## src/rtl/alu_seq.sv

```systemverilog
// rtl/alu_seq.sv - two-stage issue/writeback sequencer around a 16-bit 74181-style ALU slice
module alu_seq (
    input  logic        clk,
    input  logic        rst,
    input  logic        in_valid,
    output logic        in_ready,
    input  logic [3:0]  in_op,
    input  logic [15:0] in_a,
    input  logic [15:0] in_b,
    input  logic [2:0]  in_rd,
    output logic [3:0]  alu_s,
    output logic        alu_m,
    output logic        alu_ci,
    output logic [15:0] alu_a,
    output logic [15:0] alu_b,
    input  logic [15:0] alu_y,
    input  logic        alu_co,
    output logic        out_valid,
    input  logic        out_ready,
    output logic [15:0] out_result,
    output logic [2:0]  out_rd,
    output logic        out_wr,
    output logic        out_illegal,
    output logic [3:0]  out_flags,
    output logic [3:0]  flags
);

    localparam logic [3:0] OP_ADD   = 4'd0;
    localparam logic [3:0] OP_ADC   = 4'd1;
    localparam logic [3:0] OP_SUB   = 4'd2;
    localparam logic [3:0] OP_SBC   = 4'd3;
    localparam logic [3:0] OP_AND   = 4'd4;
    localparam logic [3:0] OP_OR    = 4'd5;
    localparam logic [3:0] OP_XOR   = 4'd6;
    localparam logic [3:0] OP_NOTA  = 4'd7;
    localparam logic [3:0] OP_CMP   = 4'd8;
    localparam logic [3:0] OP_INC   = 4'd9;
    localparam logic [3:0] OP_DEC   = 4'd10;
    localparam logic [3:0] OP_PASSB = 4'd11;

    // execute stage registers
    logic        e_valid;
    logic [3:0]  e_op;
    logic [15:0] e_a;
    logic [15:0] e_b;
    logic [2:0]  e_rd;

    // architectural {N,Z,C,V}; C sits at bit 1
    logic [3:0]  flag_q;

    logic        e_adv;
    logic        e_to_w;
    logic        reserved;
    logic [3:0]  new_flags;

    assign e_adv    = !out_valid || out_ready;
    assign in_ready = !e_valid || e_adv;
    assign e_to_w   = e_valid && e_adv;
    assign reserved = e_op[3] && e_op[2];

    assign alu_a = e_a;
    assign alu_b = e_b;
    assign flags = flag_q;

    // opcode decode to ALU controls; an empty E stage drives all zeros
    always_comb begin
        alu_s  = 4'b0000;
        alu_m  = 1'b0;
        alu_ci = 1'b0;
        if (e_valid) begin
            case (e_op)
                OP_ADD:         alu_s = 4'b1001;
                OP_ADC:         begin alu_s = 4'b1001; alu_ci = flag_q[1]; end
                OP_SUB, OP_CMP: begin alu_s = 4'b0110; alu_ci = 1'b1; end
                OP_SBC:         begin alu_s = 4'b0110; alu_ci = flag_q[1]; end
                OP_AND:         begin alu_s = 4'b1011; alu_m = 1'b1; end
                OP_OR:          begin alu_s = 4'b1110; alu_m = 1'b1; end
                OP_XOR:         begin alu_s = 4'b0110; alu_m = 1'b1; end
                OP_NOTA:        begin alu_s = 4'b0000; alu_m = 1'b1; end
                OP_INC:         begin alu_s = 4'b0000; alu_ci = 1'b1; end
                OP_DEC:         alu_s = 4'b1111;
                OP_PASSB:       begin alu_s = 4'b1010; alu_m = 1'b1; end
                default:        begin alu_s = 4'b0000; alu_m = 1'b1; end
            endcase
        end
    end

    // flags the op in E would commit; logic ops keep C, reserved ops keep everything
    always_comb begin
        new_flags = flag_q;
        if (!reserved) begin
            new_flags[3] = alu_y[15];
            new_flags[2] = (alu_y == 16'h0000);
            new_flags[0] = 1'b0;
            case (e_op)
                OP_ADD, OP_ADC: begin
                    new_flags[1] = alu_co;
                    new_flags[0] = (e_a[15] == e_b[15]) && (alu_y[15] != e_a[15]);
                end
                OP_INC: begin
                    new_flags[1] = alu_co;
                    new_flags[0] = !e_a[15] && alu_y[15];
                end
                OP_SUB, OP_SBC, OP_CMP: begin
                    new_flags[1] = alu_co;
                    new_flags[0] = (e_a[15] != e_b[15]) && (alu_y[15] != e_a[15]);
                end
                OP_DEC: begin
                    new_flags[1] = alu_co;
                    new_flags[0] = e_a[15] && !alu_y[15];
                end
                default: ;
            endcase
        end
    end

    // E stage: refills whenever it is empty or its occupant moves on
    always_ff @(posedge clk or posedge rst) begin
        if (rst) begin
            e_valid <= 1'b0;
            e_op    <= 4'd0;
            e_a     <= 16'h0000;
            e_b     <= 16'h0000;
            e_rd    <= 3'd0;
        end else if (in_ready) begin
            e_valid <= in_valid;
            if (in_valid) begin
                e_op <= in_op;
                e_a  <= in_a;
                e_b  <= in_b;
                e_rd <= in_rd;
            end
        end
    end

    // W stage: captures result, tag and flag snapshot; holds while the consumer stalls
    always_ff @(posedge clk or posedge rst) begin
        if (rst) begin
            out_valid   <= 1'b0;
            out_result  <= 16'h0000;
            out_rd      <= 3'd0;
            out_wr      <= 1'b0;
            out_illegal <= 1'b0;
            out_flags   <= 4'b0000;
        end else if (e_adv) begin
            out_valid <= e_valid;
            if (e_valid) begin
                out_result  <= reserved ? 16'h0000 : alu_y;
                out_rd      <= e_rd;
                out_wr      <= !reserved && (e_op != OP_CMP);
                out_illegal <= reserved;
                out_flags   <= new_flags;
            end
        end
    end

    // architectural flag register commits as the op leaves E
    always_ff @(posedge clk or posedge rst) begin
        if (rst) begin
            flag_q <= 4'b0000;
        end else if (e_to_w && !reserved) begin
            flag_q <= new_flags;
        end
    end

endmodule

```

## config.mk

```make
export PLATFORM = sky130hd
export DESIGN_NAME = alu_seq
export DESIGN_NICKNAME = d
export VERILOG_FILES = /design/src/rtl/alu_seq.sv
export SDC_FILE = /design/constraint.sdc
export NUM_CORES = 1
export LEC_CHECK = 0
export CORE_MARGIN = 1.5
export CORE_UTILIZATION = 42
export CTS_BUF_LIST = sky130_fd_sc_hd__clkbuf_4 sky130_fd_sc_hd__clkbuf_8 sky130_fd_sc_hd__clkbuf_16
export DETAILED_ROUTE_END_ITERATION = 10
export GPL_TIMING_DRIVEN = 0
export PLACE_DENSITY = 0.89
export SLEW_MARGIN = 20
export SYNTH_ARGS = -nofsm -noshare
export SYNTH_HDL_FRONTEND = slang
export SYNTH_SLANG_ARGS = --single-unit
```

## constraint.sdc

```tcl
create_clock -name clk -period 2.87 [get_ports clk]
set_clock_uncertainty 0.1 [all_clocks]
set_input_delay 0.574 -clock clk [delete_from_list [all_inputs] [get_ports clk]]
set_output_delay 0.574 -clock clk [all_outputs]
set_load 0.02 [all_outputs]
```

Word level (Yosys, flattened, before mapping)
Index checks and enable logic that the tools add are counted.

Register bits: 70. Output and inout bits: 69. Logic and storage cells: 60. Bits of input ports: 60.

Mux-type cells: 9. Reduce and logical (&&, ||, !) cells: 25. Eq/ne operators: 14.

Operators by type and width (count): $pmux 4 s6 (1); $eq 4x4->1 const B (4); $logic_not 16->1 (1); $mux 16 (1); $eq 4x3->1 const B (3); $eq 4x2->1 const B (2); $logic_and 1x1->1 (8); $mux 4 (2); $pmux 2 s4 (1); $reduce_or 7->1 (1); $reduce_or 3->1 (2); $logic_not 1->1 (5); $eq 4x1->1 const B (1); $logic_not 4->1 (1); $ne 4x4->1 const B (1); $reduce_and 2->1 (2); $reduce_or 2->1 (2); $reduce_or 4->1 (1); $mux 1 (3); $logic_or 1x1->1 (2); $ne 1x1->1 (2); $pmux 1 s2 (1); $eq 1x1->1 (1).

Longest topological paths before layout
Gate-level depths: netlist (run 1).

Depth after elaboration: 4. Gate-level depth with buffers: 6. Depth with buffers taken out: 6.

Worst setup path after synthesis (run 1)
Ideal clock, no wire load.

Kind: in2reg. From: in out_ready. To: reg e_a[15], in the netlist alu_a[15]. Arrival: 1.675 ns. Path buffers: 2. Slack: 0.970 ns. Stages on the path: 5. Cells stage by stage: nand3b_1 nand2_1 buf_4 buf_6 mux2_2.

Cells in the longest elaborated chain, start to end: 3.

RTL lines: start, declared (RTL line 19) `input logic out_ready,`; $logic_or 1x1->1 (RTL line 56) `assign e_adv = !out_valid || out_ready;`; $logic_or 1x1->1 (RTL line 57) `assign in_ready = !e_valid || e_adv;`; $reduce_and 2->1 (no line); end signal, assigned (RTL line 129) `e_a <= in_a;`; end, declared (RTL line 44) `logic [15:0] e_a;`.

Every way passes these cells. A chain may end at the register's enable or synchronous reset.

Worst setup path in the final report (run 1)
From: reg e_op[3]. To: out alu_s[0].

Cells in the longest elaborated chain, start to end: 4.

RTL lines: start, declared (RTL line 43) `logic [3:0] e_op;`; start signal, assigned (RTL line 128) `e_op <= in_op;`; $eq 4x2->1 (tied with other cells) (RTL line 71) `case (e_op)`; $reduce_or 4->1 (no line) or $reduce_or 2->1 (tied branches); $pmux 4 s6 * (RTL line 71); $mux 4 * (RTL line 70) `if (e_valid) begin`; end, declared (RTL line 11) `output logic [3:0] alu_s,`.

Every way passes the cells marked *; elsewhere a longest branch is shown, timed or not.

==> results of run 1 <==
repair_timing:
action,CTS,global route
gates resized for setup,0,3
hold buffers,0,0
endpoints found under the hold margin,0,0
endpoints found under the setup margin,0,3
cells in the final DEF, fill, tap and decap left out, types with 2 or more instances in the layout:
master           count
clkdlybuf4s50_1    127
dfrtp_1             70
nand2_1             52
mux2_2              39
o21ai_0             19
buf_2               11
clkbuf_8            10
nand2b_1             7
nand3_1              6
a21oi_1              6
nor2_1               6
nand3b_1             5
nor4_1               5
inv_1                4
clkinv_2             4
nor3_1               3
a31oi_1              3
o21a_1               3
clkbuf_1             2
mux2i_1              2
ha_1                 2
cell type report:
class	count	area [sq um]
Buffer	16	86.3
Clock buffer	10	138
Clock inverter	5	50.0
Fill cell	547	2240
Inverter	5	21.3
Multi-Input combinational cell	169	1120
Sequential cell	70	1750
Tap cell	96	120
Timing Repair Buffer	129	1300
where the power goes:
| group | switching (W) | leakage [nW] | total, W | internal (W) |
|---|---|---|---|---|
| logic | 0.000499 | 1.06 | 0.00102 | 0.000519 |
| clock network | 0.000355 | 0.102 | 0.000769 | 0.000414 |
| registers | 0.0000975 | 0.838 | 0.00125 | 0.00115 |
worst paths after layout:
| check | to |
|---|---|
| max in group asynchronous | out_result[1] |
| min | out_rd[2] |
| max reg2reg | out_flags[0] |
| min in group asynchronous | alu_a[11] |
| min reg2reg | out_rd[2] |
| max | alu_s[0] |
logic make-up (layout without fill, tap and decap cells):
family | after synthesis | in the layout | synth area share
and+or+nand+nor | 90 | 90 | 0.141
DFF | 70 | 70 | 0.588
muxes | 42 | 42 | 0.159
AOI/OAI and AO/OA | 34 | 34 | 0.0655
buffers and inverters | 21 | 165 | 0.0348
adders and majority gates | 2 | 2 | 0.00839
xor gates and xnor gates | 1 | 1 | 0.00294
per-layer routing:
layer	global-route usage	wire length, um	vias to the layer above	part of all wire
li1	-	-	1170	-
met1	0.236	3030	1165	0.42
met2	0.320	3480	98	0.48
met3	0.0758	572	8	0.080
met4	0.0750	102	0	0.014
met5	0	0	-	0
worst max-delay path, delay by kind of cell, from the launching register on:
family                 cells  cell delay, ps
buffers and inverters      2             840
DFF                        1             460
AOI/OAI and AO/OA          2             390
stage by stage:
step / hold WS [ps] / utilization / total power (W) / cell area [sq um]
after CTS: 367 / 0.672 / 0.00307 / 4590
final: 366 / 0.673 / 0.00304 / 4600
after detailed placement: 350 / 0.645 / 0.00229 / 4400
after global routing: 397 / 0.673 / 0.00320 / 4600
after global placement: 343 / 0.641 / 0.00226 / 4380
after floorplan: 333 / - / 0.00178 / 2980
sequential cells by signal (all words and copies together), names as in the netlist:
signal,cells
alu_a,16
alu_b,16
out_result,16
e_op,4
flags,4
out_flags,4
e_rd,3
out_rd,3
e_valid,1
out_illegal,1
out_valid,1
out_wr,1
==> impl_metrics.xml, run 1 <==
<?xml version="1.0" encoding="UTF-8"?>
<metrics>
  <group name="min_path">
    <metric name="worstHoldPathType" unit="">reg -&gt; reg</metric>
    <metric name="timing.hold.worst_path_depth" unit="">2</metric>
    <metric name="hold_path.startpoint" unit="">e_rd[2]</metric>
  </group>
  <group name="logic_synthesis">
    <metric name="synthFlopType" unit="">dfrtp_1</metric>
    <metric name="postSynthRegisterBits" unit="">70</metric>
    <metric name="synth_largest_type_area_fraction" unit="">0.588</metric>
    <metric name="synth_area_per_cell" unit="sq um">11.5</metric>
    <metric name="post-synth-top-area-cell" unit="">dfrtp_1</metric>
    <metric name="synth_cells" unit="">260</metric>
    <metric name="synth.yosys.seq_area_share" unit="">0.588</metric>
    <metric name="yosys-top-cells-area" unit="">dfrtp_1, mux2_2, nand2_1, o21ai_0, buf_2</metric>
    <metric name="asyncSetResetFlopFracSynth" unit="">1.00</metric>
    <metric name="yosys.cell_count.top_type" unit="">dfrtp_1</metric>
    <metric name="synth_warnings" unit="">0</metric>
    <metric name="synth_common_cells" unit="">dfrtp_1, nand2_1, mux2_2, o21ai_0, buf_2</metric>
    <metric name="post_synth_instance_area" unit="sq mm">0.00298</metric>
    <metric name="edff_count_synth" unit="">0</metric>
    <metric name="yosys.cell_types.count" unit="">31</metric>
    <metric name="syn_nets" unit="">322</metric>
  </group>
  <group name="global_route">
    <metric name="grt_antenna_before_repair" unit="">0</metric>
    <metric name="pin_count_of_the_biggest_net_entering_global_routing" unit="">40</metric>
    <metric name="number_of_global_route_vias_before_repair" unit="">2431</metric>
    <metric name="grt_overflow" unit="">0</metric>
    <metric name="wire_length_of_the_first_global_routing_pass" unit="um">11300</metric>
    <metric name="globalRouteTotalUtil" unit="">0.197</metric>
  </group>
  <group name="routing">
    <metric name="route.detailed.drc" unit="">0</metric>
    <metric name="detail_route.first_pass.iterations" unit="">4</metric>
    <metric name="totalWireLength" unit="um">7190</metric>
    <metric name="drtAntennaViolNets" unit="">0</metric>
    <metric name="wire_per_inst" unit="um">14.4</metric>
    <metric name="vias" unit="">2441</metric>
    <metric name="detailedRoute.firstIterationViolations" unit="">79</metric>
    <metric name="via_per_inst" unit="">4.88</metric>
  </group>
  <group name="floorplanning">
    <metric name="core" unit="sq mm">0.00683</metric>
    <metric name="overall_die_width" unit="um">87.2</metric>
    <metric name="die_height" unit="um">87.2</metric>
    <metric name="dieArea" unit="sq mm">0.00761</metric>
    <metric name="num_rows" unit="">30</metric>
    <metric name="initial_standard_cell_utilization_of_the_core" unit="">0.436</metric>
    <metric name="io-pin-count" unit="">129</metric>
  </group>
  <group name="clock_tree">
    <metric name="cts.htree.levels" unit="">3</metric>
    <metric name="cts_num_sinks" unit="">70</metric>
    <metric name="cts_root_buf" unit="">clkbuf_8</metric>
    <metric name="cts_tree" unit="">yes</metric>
    <metric name="clk_pin_slew" unit="ps">70</metric>
    <metric name="clock_latency" unit="ps">330</metric>
    <metric name="max-clock-path-buffers" unit="">2</metric>
    <metric name="number_of_buffers_created_by_cts" unit="">9</metric>
    <metric name="cts.repair_timing.setup_buffer_count" unit="">0</metric>
  </group>
  <group name="finish">
    <metric name="count_of_placed_standard_cells_in_the_final_layout_fillers_left_out" unit="">500</metric>
    <metric name="antenna_cells" unit="">0</metric>
    <metric name="drive_above_1_share" unit="">0.178</metric>
    <metric name="nets_finish" unit="">462</metric>
    <metric name="syn_to_final_growth" unit="%">54.2</metric>
  </group>
  <group name="critical_path">
    <metric name="worstPathArrival" unit="ps">2020</metric>
    <metric name="max_stage_delay" unit="ps">610</metric>
    <metric name="worst_path_cell_with_the_longest_stage_delay" unit="">clkdlybuf4s50_1</metric>
    <metric name="required_time_worst_endpoint" unit="ps">2200</metric>
    <metric name="worstSetupPathType" unit="">reg -&gt; out</metric>
    <metric name="worst-path-max-fanout" unit="">10</metric>
    <metric name="worst_r2r_path_depth" unit="">6</metric>
    <metric name="critical_path.startpoint" unit="">e_op[3]</metric>
    <metric name="worst_r2r_startpoint" unit="">alu_a[15]</metric>
    <metric name="critical_path.endpoint_type" unit="">output port</metric>
    <metric name="timing.reg2reg.setup_slack" unit="ps">1080</metric>
    <metric name="worstPathCellList" unit="">clkbuf_2 &gt; a211oi_1 &gt; o21a_1 &gt; clkdlybuf4s50_1</metric>
    <metric name="crit_path_start_kind" unit="">register</metric>
  </group>
  <group name="sta">
    <metric name="time_the_worst_path_needs_with_i_o_delays_and_setup" unit="ps">2690</metric>
    <metric name="setup_viol" unit="">0</metric>
    <metric name="timing.final.crit_share" unit="">0.938</metric>
    <metric name="max_slew_margin" unit="">0.710</metric>
    <metric name="rsz0062_at_grt" unit="">false</metric>
    <metric name="slew_viol_final" unit="">0</metric>
    <metric name="final_critical_path_setup_slack" unit="ps">179</metric>
    <metric name="timing_worst_slew_pin_value" unit="ps">436</metric>
    <metric name="hold_violations" unit="">0</metric>
    <metric name="max_freq" unit="MHz">372</metric>
    <metric name="tns" unit="ps">0</metric>
  </group>
  <group name="placed_design">
    <metric name="port_buf_inserts" unit="">128</metric>
    <metric name="dp_hpwl" unit="um">5300</metric>
    <metric name="routability_cong" unit="">0.749</metric>
    <metric name="placement.setup.worst_slack" unit="ps">344</metric>
    <metric name="dp_cells" unit="">485</metric>
  </group>
  <group name="pwr">
    <metric name="power.ir.vdd_worst" unit="uV">497</metric>
    <metric name="power-per-cell-area" unit="mW/mm^2">661</metric>
    <metric name="static-leakage-power" unit="nW">2.00</metric>
  </group>
  <group name="run">
    <metric name="max-cap-violations" unit="">0</metric>
  </group>
  <group name="status">
    <metric name="outcome" unit="">finished clean</metric>
  </group>
</metrics>
No activity file was read; power rests on OpenSTA's default activity.
==> inputs of run 2 (changes only) <==
CTS_CLUSTER_DIAMETER = 80   (was default)
PLACE_DENSITY = default   (was 0.89)
PLACE_DENSITY_LB_ADDON = 0.25   (was default)
==> run 2 against run 1 <==
Net effect:
- non-clock buffer count stayed put
- via count is 0.70% lower
- flip-flop and latch count stayed put
- maximum frequency is 2.4% lower
- wire length hardly changed
- critical path depth is 1 higher
- largest power group unchanged
- highest routed layer unchanged
==> impl_metrics.xml, run 2 (synthesis results as in run 1) <==
<?xml version="1.0" encoding="UTF-8"?>
<metrics>
  <group name="sta">
    <metric name="final_critical_path_setup_slack" unit="ps">112</metric>
    <metric name="timing.final.crit_share" unit="">0.961</metric>
    <metric name="max_slew_margin" unit="">0.716</metric>
    <metric name="max_freq" unit="MHz">363</metric>
    <metric name="timing_worst_slew_pin_value" unit="ps">426</metric>
    <metric name="slew_viol_final" unit="">0</metric>
    <metric name="setup_viol" unit="">0</metric>
    <metric name="rsz0062_at_grt" unit="">false</metric>
    <metric name="time_the_worst_path_needs_with_i_o_delays_and_setup" unit="ps">2760</metric>
    <metric name="hold_violations" unit="">0</metric>
  </group>
  <group name="global_route">
    <metric name="number_of_global_route_vias_before_repair" unit="">2445</metric>
    <metric name="grt_overflow" unit="">0</metric>
    <metric name="wire_length_of_the_first_global_routing_pass" unit="um">11300</metric>
    <metric name="globalRouteTotalUtil" unit="">0.198</metric>
    <metric name="grt_antenna_before_repair" unit="">0</metric>
    <metric name="pin_count_of_the_biggest_net_entering_global_routing" unit="">55</metric>
  </group>
  <group name="floorplanning">
    <metric name="core" unit="sq mm">0.00683</metric>
    <metric name="die_height" unit="um">87.2</metric>
    <metric name="initial_standard_cell_utilization_of_the_core" unit="">0.436</metric>
    <metric name="num_rows" unit="">30</metric>
    <metric name="overall_die_width" unit="um">87.2</metric>
    <metric name="io-pin-count" unit="">129</metric>
    <metric name="dieArea" unit="sq mm">0.00761</metric>
  </group>
  <group name="routing">
    <metric name="route.detailed.drc" unit="">0</metric>
    <metric name="dr.max_layer_used" unit="">met4</metric>
    <metric name="wire_per_inst" unit="um">14.4</metric>
    <metric name="wirelength_met1" unit="um">3050</metric>
    <metric name="vias" unit="">2424</metric>
    <metric name="dr_wl_met3" unit="um">560</metric>
    <metric name="totalWireLength" unit="um">7190</metric>
    <metric name="detailedRoute.firstIterationViolations" unit="">92</metric>
    <metric name="drtAntennaViolNets" unit="">0</metric>
    <metric name="via_per_inst" unit="">4.84</metric>
    <metric name="wl_met2" unit="um">3490</metric>
    <metric name="detail_route.first_pass.iterations" unit="">4</metric>
  </group>
  <group name="clock_tree">
    <metric name="cts.repair_timing.setup_buffer_count" unit="">0</metric>
    <metric name="cts_num_sinks" unit="">70</metric>
    <metric name="cts_tree" unit="">yes</metric>
    <metric name="cts_root_buf" unit="">clkbuf_8</metric>
    <metric name="number_of_buffers_created_by_cts" unit="">9</metric>
    <metric name="cts.htree.levels" unit="">3</metric>
    <metric name="clock_latency" unit="ps">340</metric>
    <metric name="max-clock-path-buffers" unit="">2</metric>
    <metric name="clk_pin_slew" unit="ps">70</metric>
    <metric name="cts.hold.buffers_added" unit="">0</metric>
  </group>
  <group name="placed_design">
    <metric name="dp_hpwl" unit="um">5180</metric>
    <metric name="placement.setup.worst_slack" unit="ps">365</metric>
    <metric name="routability_cong" unit="">0.761</metric>
    <metric name="port_buf_inserts" unit="">128</metric>
  </group>
  <group name="critical_path">
    <metric name="required_time_worst_endpoint" unit="ps">2200</metric>
    <metric name="worst_r2r_startpoint" unit="">alu_a[15]</metric>
    <metric name="crit_path_start_kind" unit="">register</metric>
    <metric name="timing.reg2reg.setup_slack" unit="ps">1090</metric>
    <metric name="critical_path.endpoint_type" unit="">output port</metric>
    <metric name="worst-path-max-fanout" unit="">10</metric>
    <metric name="worst_r2r_end" unit="">out_flags[0]</metric>
    <metric name="worst_r2r_path_depth" unit="">6</metric>
    <metric name="worstSetupPathType" unit="">reg -&gt; out</metric>
    <metric name="worstPathArrival" unit="ps">2080</metric>
  </group>
  <group name="pwr">
    <metric name="power.ir.vdd_worst" unit="uV">367</metric>
    <metric name="power_share_of_the_combinational_group" unit="">0.312</metric>
    <metric name="net_sw_power" unit="W">0.000973</metric>
    <metric name="pwr-share-seq" unit="">0.384</metric>
    <metric name="static-leakage-power" unit="nW">2.01</metric>
    <metric name="swShare" unit="">0.299</metric>
    <metric name="power-per-cell-area" unit="mW/mm^2">699</metric>
    <metric name="clkPwrFrac" unit="">0.304</metric>
    <metric name="internal_power" unit="W">0.00229</metric>
  </group>
  <group name="min_path">
    <metric name="hold_path.startpoint" unit="">out_result[4]</metric>
    <metric name="worstHoldEndpoint" unit="">out_result[4]</metric>
    <metric name="worstHoldPathType" unit="">reg -&gt; reg</metric>
    <metric name="timing.hold.worst_path_depth" unit="">2</metric>
  </group>
  <group name="finish">
    <metric name="mostFrequentLayoutCell" unit="">clkdlybuf4s50_1</metric>
    <metric name="antenna_cells" unit="">0</metric>
    <metric name="syn_to_final_growth" unit="%">56.5</metric>
    <metric name="drive_above_1_share" unit="">0.180</metric>
    <metric name="nets_finish" unit="">462</metric>
    <metric name="most-common-layout-cells" unit="">clkdlybuf4s50_1, dfrtp_1, nand2_1</metric>
    <metric name="fin_util" unit="">0.683</metric>
  </group>
  <group name="status">
    <metric name="outcome" unit="">finished clean</metric>
  </group>
  <group name="run">
    <metric name="max-cap-violations" unit="">0</metric>
  </group>
</metrics>
run 2: cell count changes in the layout (fill, tap and decap cells not counted), sizes merged:
| cell | previous run | this run |
|---|---|---|
| clkinv | 4 | 1 |
| bufinv | 1 | 3 |
| clkbuf | 13 | 14 |
| clkdlybuf4s50 | 127 | 128 |
| clkinvlp | 0 | 1 |
| dlymetal6s2s | 1 | 0 |
run 2: power groups by stage:
stage | sequential [W] | combinational [W] | clock [W]
floorplan | 0.00145 | 0.000326 | 0
global placement | 0.00126 | 0.00101 | 0
detailed placement | 0.00127 | 0.00102 | 0
CTS | 0.00125 | 0.00103 | 0.00101
global route | 0.00127 | 0.00110 | 0.00104
finish | 0.00125 | 0.00102 | 0.000989
run 2: timing repair:
item | CTS | global route
setup endpoints to repair | 0 | 4
gates resized for setup | 0 | 2
hold endpoints to repair | 0 | 0
run 2: layout make-up:
class                   instances  area (sq um)
plain buffers                  16          86.3
clock buffers                  11           145
clock inverters                 5           106
fillers                       550          2170
inverters                       5          21.3
multi-input cells             169          1120
flip-flops and latches         70          1750
well taps                      96           120
repair buffers                129          1310
run 2: critical path: stages, from the launching register on:
cell             delay [ps]
dfrtp_1                 470
clkbuf_2                230
nand2b_1                180
a21oi_1                 140
o21a_1                  120
clkdlybuf4s50_1         610
run 2: through the flow:
step	setup TNS (ps)	cell area [sq um]	power, W	cells	hold slack [ps]
final	0	4660	0.00326	501	367
after global placement	-52100	4380	0.00227	484	345
after CTS	0	4660	0.00329	501	371
after detailed placement	0	4410	0.00229	485	354
after global routing	0	4660	0.00341	501	389
after floorplan	0	2980	0.00178	260	333
run 2: routing by layer:
metal  track usage  vias to the layer above
met5             0                        -
met4        0.0909                        0
met3        0.0607                        6
met2         0.327                       89
met1         0.237                     1152
li1              -                     1177
run 2: worst max path at each step:
stage	startpoint	end	slack, ps	cells past startpoint
2_1_floorplan	rst	alu_a[0]	430	1
3_3_place_gp	rst	out_result[12]	-750	2
4_1_cts	e_op[3]	alu_s[3]	40	5
5_1_grt	e_op[0]	alu_ci	40	5
3_5_place_dp	out_ready	in_ready	360	3
6_report	e_op[3]	alu_s[2]	110	5
